==> config.mk <==
export PLATFORM = sky130hd
export DESIGN_NAME = ram_load_arbiter_flat
export DESIGN_NICKNAME = d
export VERILOG_FILES = /design/src/rtl/ram_arb_pkg.sv /design/src/rtl/ram_load_arbiter_if.sv /design/src/rtl/ram_load_arbiter.sv /design/src/flat_wrapper.sv
export SDC_FILE = /design/constraint.sdc
export NUM_CORES = 1
export LEC_CHECK = 0
export CAP_MARGIN = 15
export CORE_MARGIN = 5
export CORE_UTILIZATION = 45
export DETAILED_ROUTE_END_ITERATION = 10
export PLACE_DENSITY = 0.87
export SLEW_MARGIN = 20
export SYNTH_ARGS = -nofsm -noshare
export SYNTH_HDL_FRONTEND = slang
export SYNTH_SLANG_ARGS = --single-unit
==> constraint.sdc <==
create_clock -name clk_sys -period 3.2 [get_ports clk_sys]
set_input_delay 0.8 -clock clk_sys [delete_from_list [all_inputs] [get_ports clk_sys]]
set_output_delay 0.8 -clock clk_sys [all_outputs]
set_load 0.1 [all_outputs]
==> src/rtl/ram_arb_pkg.sv <==
// ============================================================================
// Module      : ram_arb_pkg
// Description : Shared types and defaults for the RAM load arbiter.
// Revision    : 1.0 - initial release
// ============================================================================
`default_nettype none

package ram_arb_pkg;

    localparam int unsigned c_ADR_W = 24;
    localparam int unsigned c_DAT_W = 32;
    localparam int unsigned c_SEL_W = 4;

    localparam int unsigned          c_ERASE_WORDS_DEFAULT = 1048576;
    localparam logic [c_ADR_W-1:0]   c_ROM_BASE_DEFAULT    = 24'h100000;

    typedef enum logic [2:0] {
        S_IDLE   = 3'd0,
        S_DRAIN  = 3'd1,
        S_ERASE  = 3'd2,
        S_LOAD   = 3'd3,
        S_WRITE  = 3'd4,
        S_FINISH = 3'd5
    } arb_state_t;

    // Byte lanes for a halfword write; bit 1 of the byte address picks the upper half.
    function automatic logic [c_SEL_W-1:0] halfword_sel(input logic upper);
        return upper ? 4'b1100 : 4'b0011;
    endfunction

endpackage

`default_nettype wire

==> src/rtl/ram_load_arbiter_if.sv <==
// ============================================================================
// Module      : ram_load_arbiter_if
// Description : Wishbone-style write bus used on both core and RAM sides.
// Revision    : 1.0 - initial release
// ============================================================================
`default_nettype none

interface ram_load_arbiter_if;
    import ram_arb_pkg::*;

    logic               cyc;
    logic               stb;
    logic               we;
    logic [c_SEL_W-1:0] sel;
    logic [c_ADR_W-1:0] adr;
    logic [c_DAT_W-1:0] dat;
    logic               ack;

    modport master (output cyc, output stb, output we, output sel,
                    output adr, output dat, input  ack);

    modport slave  (input  cyc, input  stb, input  we, input  sel,
                    input  adr, input  dat, output ack);
endinterface

`default_nettype wire

==> src/rtl/ram_load_arbiter.sv <==
// ============================================================================
// Module      : ram_load_arbiter
// Description : Shares the SDRAM port between the core and a ROM downloader,
//               zeroing RAM before the image is written.
// Revision    : 1.0 - initial release
// ============================================================================
`default_nettype none

module ram_load_arbiter
    import ram_arb_pkg::*;
#(
    parameter int unsigned        ERASE_WORDS = c_ERASE_WORDS_DEFAULT,
    parameter logic [c_ADR_W-1:0] ROM_BASE    = c_ROM_BASE_DEFAULT
) (
    input  wire logic          clk_sys,
    input  wire logic          reset,
    input  wire logic          dl_active,
    input  wire logic          dl_wr,
    input  wire logic [21:0]   dl_addr,
    input  wire logic [15:0]   dl_data,
    output logic               dl_wait,
    output logic               dl_err,
    output logic               core_hold,
    ram_load_arbiter_if.slave  core,
    ram_load_arbiter_if.master ram
);

    localparam logic [c_ADR_W-1:0] c_ERASE_LAST = c_ADR_W'(ERASE_WORDS - 1);

    arb_state_t          r_state;
    arb_state_t          w_state_nxt;
    logic                r_dl_active_d;
    logic [c_ADR_W-1:0]  r_erase_cnt;
    logic [20:0]         r_wr_addr;
    logic [15:0]         r_wr_data;
    logic                r_dl_err;

    logic                w_dl_rise;
    logic                w_cnt_clr;
    logic                w_cnt_inc;
    logic                w_latch;

    // Halfword granularity only; the byte-lane bit of the address is meaningless here.
    wire logic w_unused_ok = dl_addr[0];

    assign w_dl_rise = dl_active & ~r_dl_active_d;
    assign dl_err    = r_dl_err;

    always_ff @(posedge clk_sys) begin
        if (reset) begin
            r_state <= S_IDLE;
        end else begin
            r_state <= w_state_nxt;
        end
    end

    always_comb begin
        w_state_nxt = r_state;
        w_cnt_clr   = 1'b0;
        w_cnt_inc   = 1'b0;
        w_latch     = 1'b0;
        dl_wait     = 1'b1;
        core_hold   = 1'b1;
        core.ack    = 1'b0;
        ram.cyc     = 1'b0;
        ram.stb     = 1'b0;
        ram.we      = 1'b0;
        ram.sel     = '0;
        ram.adr     = '0;
        ram.dat     = '0;

        case (r_state)
            S_IDLE: begin
                ram.cyc   = core.cyc;
                ram.stb   = core.stb;
                ram.we    = core.we;
                ram.sel   = core.sel;
                ram.adr   = core.adr;
                ram.dat   = core.dat;
                core.ack  = ram.ack;
                core_hold = 1'b0;
                dl_wait   = w_dl_rise;
                if (w_dl_rise) begin
                    w_cnt_clr   = 1'b1;
                    w_state_nxt = core.cyc ? S_DRAIN : S_ERASE;
                end
            end

            S_DRAIN: begin
                // Only the access already on the bus is allowed to finish.
                ram.cyc   = core.cyc;
                ram.stb   = core.stb;
                ram.we    = core.we;
                ram.sel   = core.sel;
                ram.adr   = core.adr;
                ram.dat   = core.dat;
                core.ack  = ram.ack;
                core_hold = 1'b0;
                if (ram.ack || !core.cyc) begin
                    w_state_nxt = dl_active ? S_ERASE : S_FINISH;
                end
            end

            S_ERASE: begin
                ram.cyc = 1'b1;
                ram.stb = 1'b1;
                ram.we  = 1'b1;
                ram.sel = 4'b1111;
                ram.adr = r_erase_cnt;
                if (ram.ack) begin
                    if (!dl_active) begin
                        w_state_nxt = S_FINISH;
                    end else if (r_erase_cnt == c_ERASE_LAST) begin
                        w_state_nxt = S_LOAD;
                    end else begin
                        w_cnt_inc = 1'b1;
                    end
                end
            end

            S_LOAD: begin
                dl_wait = 1'b0;
                // A strobe coinciding with dl_active falling is still honoured.
                if (dl_wr) begin
                    w_latch     = 1'b1;
                    w_state_nxt = S_WRITE;
                end else if (!dl_active) begin
                    w_state_nxt = S_FINISH;
                end
            end

            S_WRITE: begin
                ram.cyc = 1'b1;
                ram.stb = 1'b1;
                ram.we  = 1'b1;
                ram.sel = halfword_sel(r_wr_addr[0]);
                ram.adr = ROM_BASE + {4'b0000, r_wr_addr[20:1]};
                ram.dat = {r_wr_data, r_wr_data};
                if (ram.ack) begin
                    w_state_nxt = dl_active ? S_LOAD : S_FINISH;
                end
            end

            S_FINISH: begin
                w_state_nxt = S_IDLE;
            end

            default: begin
                w_state_nxt = S_IDLE;
            end
        endcase
    end

    always_ff @(posedge clk_sys) begin
        if (reset) begin
            r_dl_active_d <= 1'b0;
            r_erase_cnt   <= '0;
            r_wr_addr     <= '0;
            r_wr_data     <= '0;
            r_dl_err      <= 1'b0;
        end else begin
            r_dl_active_d <= dl_active;
            if (w_cnt_clr) begin
                r_erase_cnt <= '0;
            end else if (w_cnt_inc) begin
                r_erase_cnt <= r_erase_cnt + 24'd1;
            end
            if (w_latch) begin
                r_wr_addr <= dl_addr[21:1];
                r_wr_data <= dl_data;
            end
            if (dl_wr && dl_wait) begin
                r_dl_err <= 1'b1;
            end
        end
    end

endmodule

`default_nettype wire

==> src/flat_wrapper.sv <==
// flat-port wrapper written by rule: the top's interface ports become plain ports
module ram_load_arbiter_flat import ram_arb_pkg::*;
#(
    parameter int unsigned        ERASE_WORDS = c_ERASE_WORDS_DEFAULT,
    parameter logic [c_ADR_W-1:0] ROM_BASE    = c_ROM_BASE_DEFAULT
)
  (clk_sys, reset, dl_active, dl_wr, dl_addr, dl_data, dl_wait, dl_err, core_hold, core_cyc, core_stb, core_we, core_sel, core_adr, core_dat, core_ack, ram_cyc, ram_stb, ram_we, ram_sel, ram_adr, ram_dat, ram_ack);
  ram_load_arbiter_if core_i ();
  ram_load_arbiter_if ram_i ();
  input  wire logic clk_sys;
  input  wire logic reset;
  input  wire logic dl_active;
  input  wire logic dl_wr;
  input  wire logic [21:0] dl_addr;
  input  wire logic [15:0] dl_data;
  output logic dl_wait;
  output logic dl_err;
  output logic core_hold;
  input wire logic [$bits(core_i.cyc)-1:0] core_cyc;
  input wire logic [$bits(core_i.stb)-1:0] core_stb;
  input wire logic [$bits(core_i.we)-1:0] core_we;
  input wire logic [$bits(core_i.sel)-1:0] core_sel;
  input wire logic [$bits(core_i.adr)-1:0] core_adr;
  input wire logic [$bits(core_i.dat)-1:0] core_dat;
  output wire logic [$bits(core_i.ack)-1:0] core_ack;
  output wire logic [$bits(ram_i.cyc)-1:0] ram_cyc;
  output wire logic [$bits(ram_i.stb)-1:0] ram_stb;
  output wire logic [$bits(ram_i.we)-1:0] ram_we;
  output wire logic [$bits(ram_i.sel)-1:0] ram_sel;
  output wire logic [$bits(ram_i.adr)-1:0] ram_adr;
  output wire logic [$bits(ram_i.dat)-1:0] ram_dat;
  input wire logic [$bits(ram_i.ack)-1:0] ram_ack;
  assign core_i.cyc = core_cyc;
  assign core_i.stb = core_stb;
  assign core_i.we = core_we;
  assign core_i.sel = core_sel;
  assign core_i.adr = core_adr;
  assign core_i.dat = core_dat;
  assign core_ack = core_i.ack;
  assign ram_cyc = ram_i.cyc;
  assign ram_stb = ram_i.stb;
  assign ram_we = ram_i.we;
  assign ram_sel = ram_i.sel;
  assign ram_adr = ram_i.adr;
  assign ram_dat = ram_i.dat;
  assign ram_i.ack = ram_ack;
  ram_load_arbiter #(.ERASE_WORDS(ERASE_WORDS), .ROM_BASE(ROM_BASE)) u_core (.clk_sys(clk_sys), .reset(reset), .dl_active(dl_active), .dl_wr(dl_wr), .dl_addr(dl_addr), .dl_data(dl_data), .dl_wait(dl_wait), .dl_err(dl_err), .core_hold(core_hold), .core(core_i), .ram(ram_i));
endmodule
==> key figures <==
Yosys
  • Top cell type by total area after synthesis: dfxtp_1
  • Yosys Warn Count: 0
  • Syn Area/Cell: 7.492 sq um
  • Yosys reg bits: 66
  • Mapped cell area: 0.003694 sq mm
  • Synth Flop Type: dfxtp_1
  • Synthesized instance count: 493
  • Synth cell types: 50
  • Top cell type's share of synthesized area: 0.3577
  • Post-synth EDFFs: 0
  • Sequential fraction of the synthesis area: 0.3577
  • FFs w/ async S/R, synth: 0
  • Syn nets: 600
  • Dominant cells by area after synthesis: dfxtp_1 (36%), nand2_1 (12%), a21oi_1 (8.0%), a22o_1 (7.6%), a22oi_1 (4.3%)

Cells and area
  • Fin util: 0.7967
  • Non-Filler Instances: 753
  • Fin area: 0.006447 sq mm
  • Commonest non-fill, non-tap cells in the layout: nand2_1 (116), clkdlybuf4s50_1 (104), buf_12 (66)
  • Most common cell after layout, fill and taps aside: nand2_1
  • Nets: about 750
  • Antenna diodes: 0
  • P&R area growth vs syn: 74.56%
  • Layout cells sized above 1: 0.2006

Setup path
  • Critical path class: reg2out
  • Data required, critical path: about 2.4 ns
  • WP data arrival: 2.14 ns
  • Crit. End Element: output port
  • Cell count of the worst reg-to-reg path: 5
  • Critical path fanouts, max: 53
  • Startpoint Class: flip-flop
  • Reg-to-Reg End: u_core.r_erase_cnt[3]
  • Launch point of the worst reg-to-reg path: u_core.r_erase_cnt[21]
  • R2r setup slk: 0.56 ns

STA
  • Final setup vio count: 0
  • Max-slew headroom: 0.4984
  • Unrepaired setup endpoints after global routing: no
  • Hold Violations, Final: 0
  • Max frequency: between 300 and 400 MHz
  • Slew Limit Fails: 0
  • Min cycle time layout: 2.944 ns
  • Clock skew: 0.01083 ns
  • Final period util: 0.9200
  • Setup TNS: 0 ns
  • Worst slew pin tran: 0.7506 ns

Global routing
  • Largest net degree at the start of global routing: 54
  • Gr ovfl total: 0
  • Global-route wire length before repair: around 23000 microns
  • GRT Overall Usage: 0.2830
  • Initial antenna violation count: 0
  • Vias in the first global route: 4403

Min path
  • Worst Hold Depth: 2
  • Worst hold path class: reg2reg
  • Hold Path Origin: u_core.r_wr_addr[20]
  • Hold Crit Endpoint: u_core.r_wr_addr[20]

Power and ir drop
  • Total power draw: 6.840 mW
  • Power Density: around 1100 mW/mm^2
  • LEAKAGE: 2.314 nW
  • Max VDD drop: 0.5827 mV

Run status
  • Outcome: finished clean

Run
  • Maxcap violations: 0

CTS
  • TritonCTS Buffers: 9
  • Htree depth: 3
  • Post-CTS setup buffer count: 0
  • Worst skew pair latency: between 0.3 and 0.4 ns
  • Hold_buf cts: 0
  • PostCTS Resize Cnt: 2
  • Clock-pin slew on the worst setup and hold paths: 0.07 ns
  • Sink Count: 66
  • Clock Path Buffers: 2
  • Clock root cell: clkbuf_8
  • TritonCTS clock tree: yes

Drt
  • DRC: 0
  • DR WL/cell: 19.68 microns
  • 1st-pass router iterations: 6
  • Via count: 4575
  • WL final: between 10000 and 15000 microns
  • Vias per inst: 6.076
  • Iter 0 DRT Violations: approximately 420
  • Routed Antenna Nets: 0

Placement
  • Gpl congestion: 0.9090
  • Placed insts: 738
  • Cell Area, Placed: 0.006233 sq mm
  • Post-DP HPWL: 10780 microns
  • Number of port buffers: 171

Floorplan
  • Cell row count: 33
  • Die height: 100.6 microns
  • Core area: slightly above 0.008 sq mm
  • Die area: 0.01012 sq mm
  • Ports: 173
  • Initial Util: 0.4564
  • Die extent in x: between 100 and 150 microns
==> worst max-delay path by stage <==
stage	from	endpoint	slack, ns	cells after the start
2_1_floorplan	u_core.r_state[1]	ram_adr[18]	-0.36	6
3_3_place_gp	dl_active	u_core.r_erase_cnt[23]	0.33	6
3_5_place_dp	dl_active	u_core.r_erase_cnt[23]	0.27	6
4_1_cts	u_core.r_state[1]	ram_adr[11]	0.27	5
5_1_grt	u_core.r_state[1]	ram_adr[18]	0.11	5
6_report	u_core.r_state[1]	ram_adr[11]	0.26	5
==> final cells by class <==
type | count | area (sq um)
Timing Repair Buffer | 180 | 2437
Multi-Input combinational cell | 382 | 2330
Fill cell | 494 | 1645
Sequential cell | 66 | 1323
Tap cell | 105 | 131.4
Clock buffer | 10 | 127.6
Clock inverter | 5 | 80.08
Inverter | 5 | 18.77
==> worst max-delay path, cell delays in order, from the launching register on <==
cell,delay (ns)
dfxtp_1,0.37
nor2_1,0.29
and2_4,0.56
nand2_1,0.21
o21ai_2,0.14
buf_12,0.20
==> Yosys cell counts (2+ instances only) <==
| cell | count |
|---|---|
| nand2_1 | 116 |
| dfxtp_1 | 66 |
| a21oi_1 | 59 |
| clkbuf_1 | 34 |
| a22o_1 | 32 |
| o21ai_0 | 31 |
| a22oi_1 | 21 |
| nor2_1 | 18 |
| nand3_1 | 9 |
| xor2_1 | 8 |
| o211ai_1 | 7 |
| or4_1 | 7 |
| and2_1 | 6 |
| or3_1 | 6 |
| inv_1 | 5 |
| a211oi_1 | 4 |
| nand2b_1 | 4 |
| nand3b_1 | 4 |
| nand4_1 | 4 |
| o21ai_1 | 4 |
| and3_1 | 3 |
| nor2b_1 | 3 |
| nor3_1 | 3 |
| and4_1 | 2 |
| buf_1 | 2 |
| buf_2 | 2 |
| buf_6 | 2 |
| nand4bb_1 | 2 |
| nor3b_2 | 2 |
| nor4_1 | 2 |
| nor4_2 | 2 |
| o2111ai_1 | 2 |
| o21a_1 | 2 |
| o22ai_1 | 2 |
| o31ai_1 | 2 |
==> metal layers <==
| metal | up-vias | GRT usage | wire length (microns) |
|---|---|---|---|
| met4 | 0 | 0.1140 | 547 |
| met1 | 2200 | 0.3240 | 5475 |
| li1 | 2090 | - | - |
| met2 | 239 | 0.5058 | 7508 |
| met5 | - | 0 | 0 |
| met3 | 46 | 0.06298 | 1290 |
==> cell families after synthesis <==
logic type / share of synthesized area
and+or+nand+nor: 0.2571
AOI/OAI and AO/OA: 0.3072
DFF: 0.3577
buffers and inverters: 0.05047
xor gates and xnor gates: 0.02134
muxes: 0.002710
adders and majority gates: 0.003387
==> per-stage QoR <==
stage                     setup WS [ns]  hold slack [ns]
after CTS                        0.2722           0.4673
after global routing             0.1124           0.4892
final                            0.2558           0.4643
after global placement           0.3309           0.4436
after detailed placement         0.2689           0.4521
after floorplan                 -0.3632           0.4366
==> registers in the layout (all words and copies together), names as in the netlist <==
register              cells
u_core.r_erase_cnt       24
u_core.r_wr_addr         21
u_core.r_wr_data         16
u_core.r_state            3
u_core.dl_err             1
u_core.r_dl_active_d      1
==> power breakdown <==
group          leakage, nW  switching, mW  internal [mW]
Combinational         1.68           3.44           1.72
Sequential           0.533         0.0649          0.867
Clock               0.0984          0.313          0.433
(Power assumes the default switching activity.)
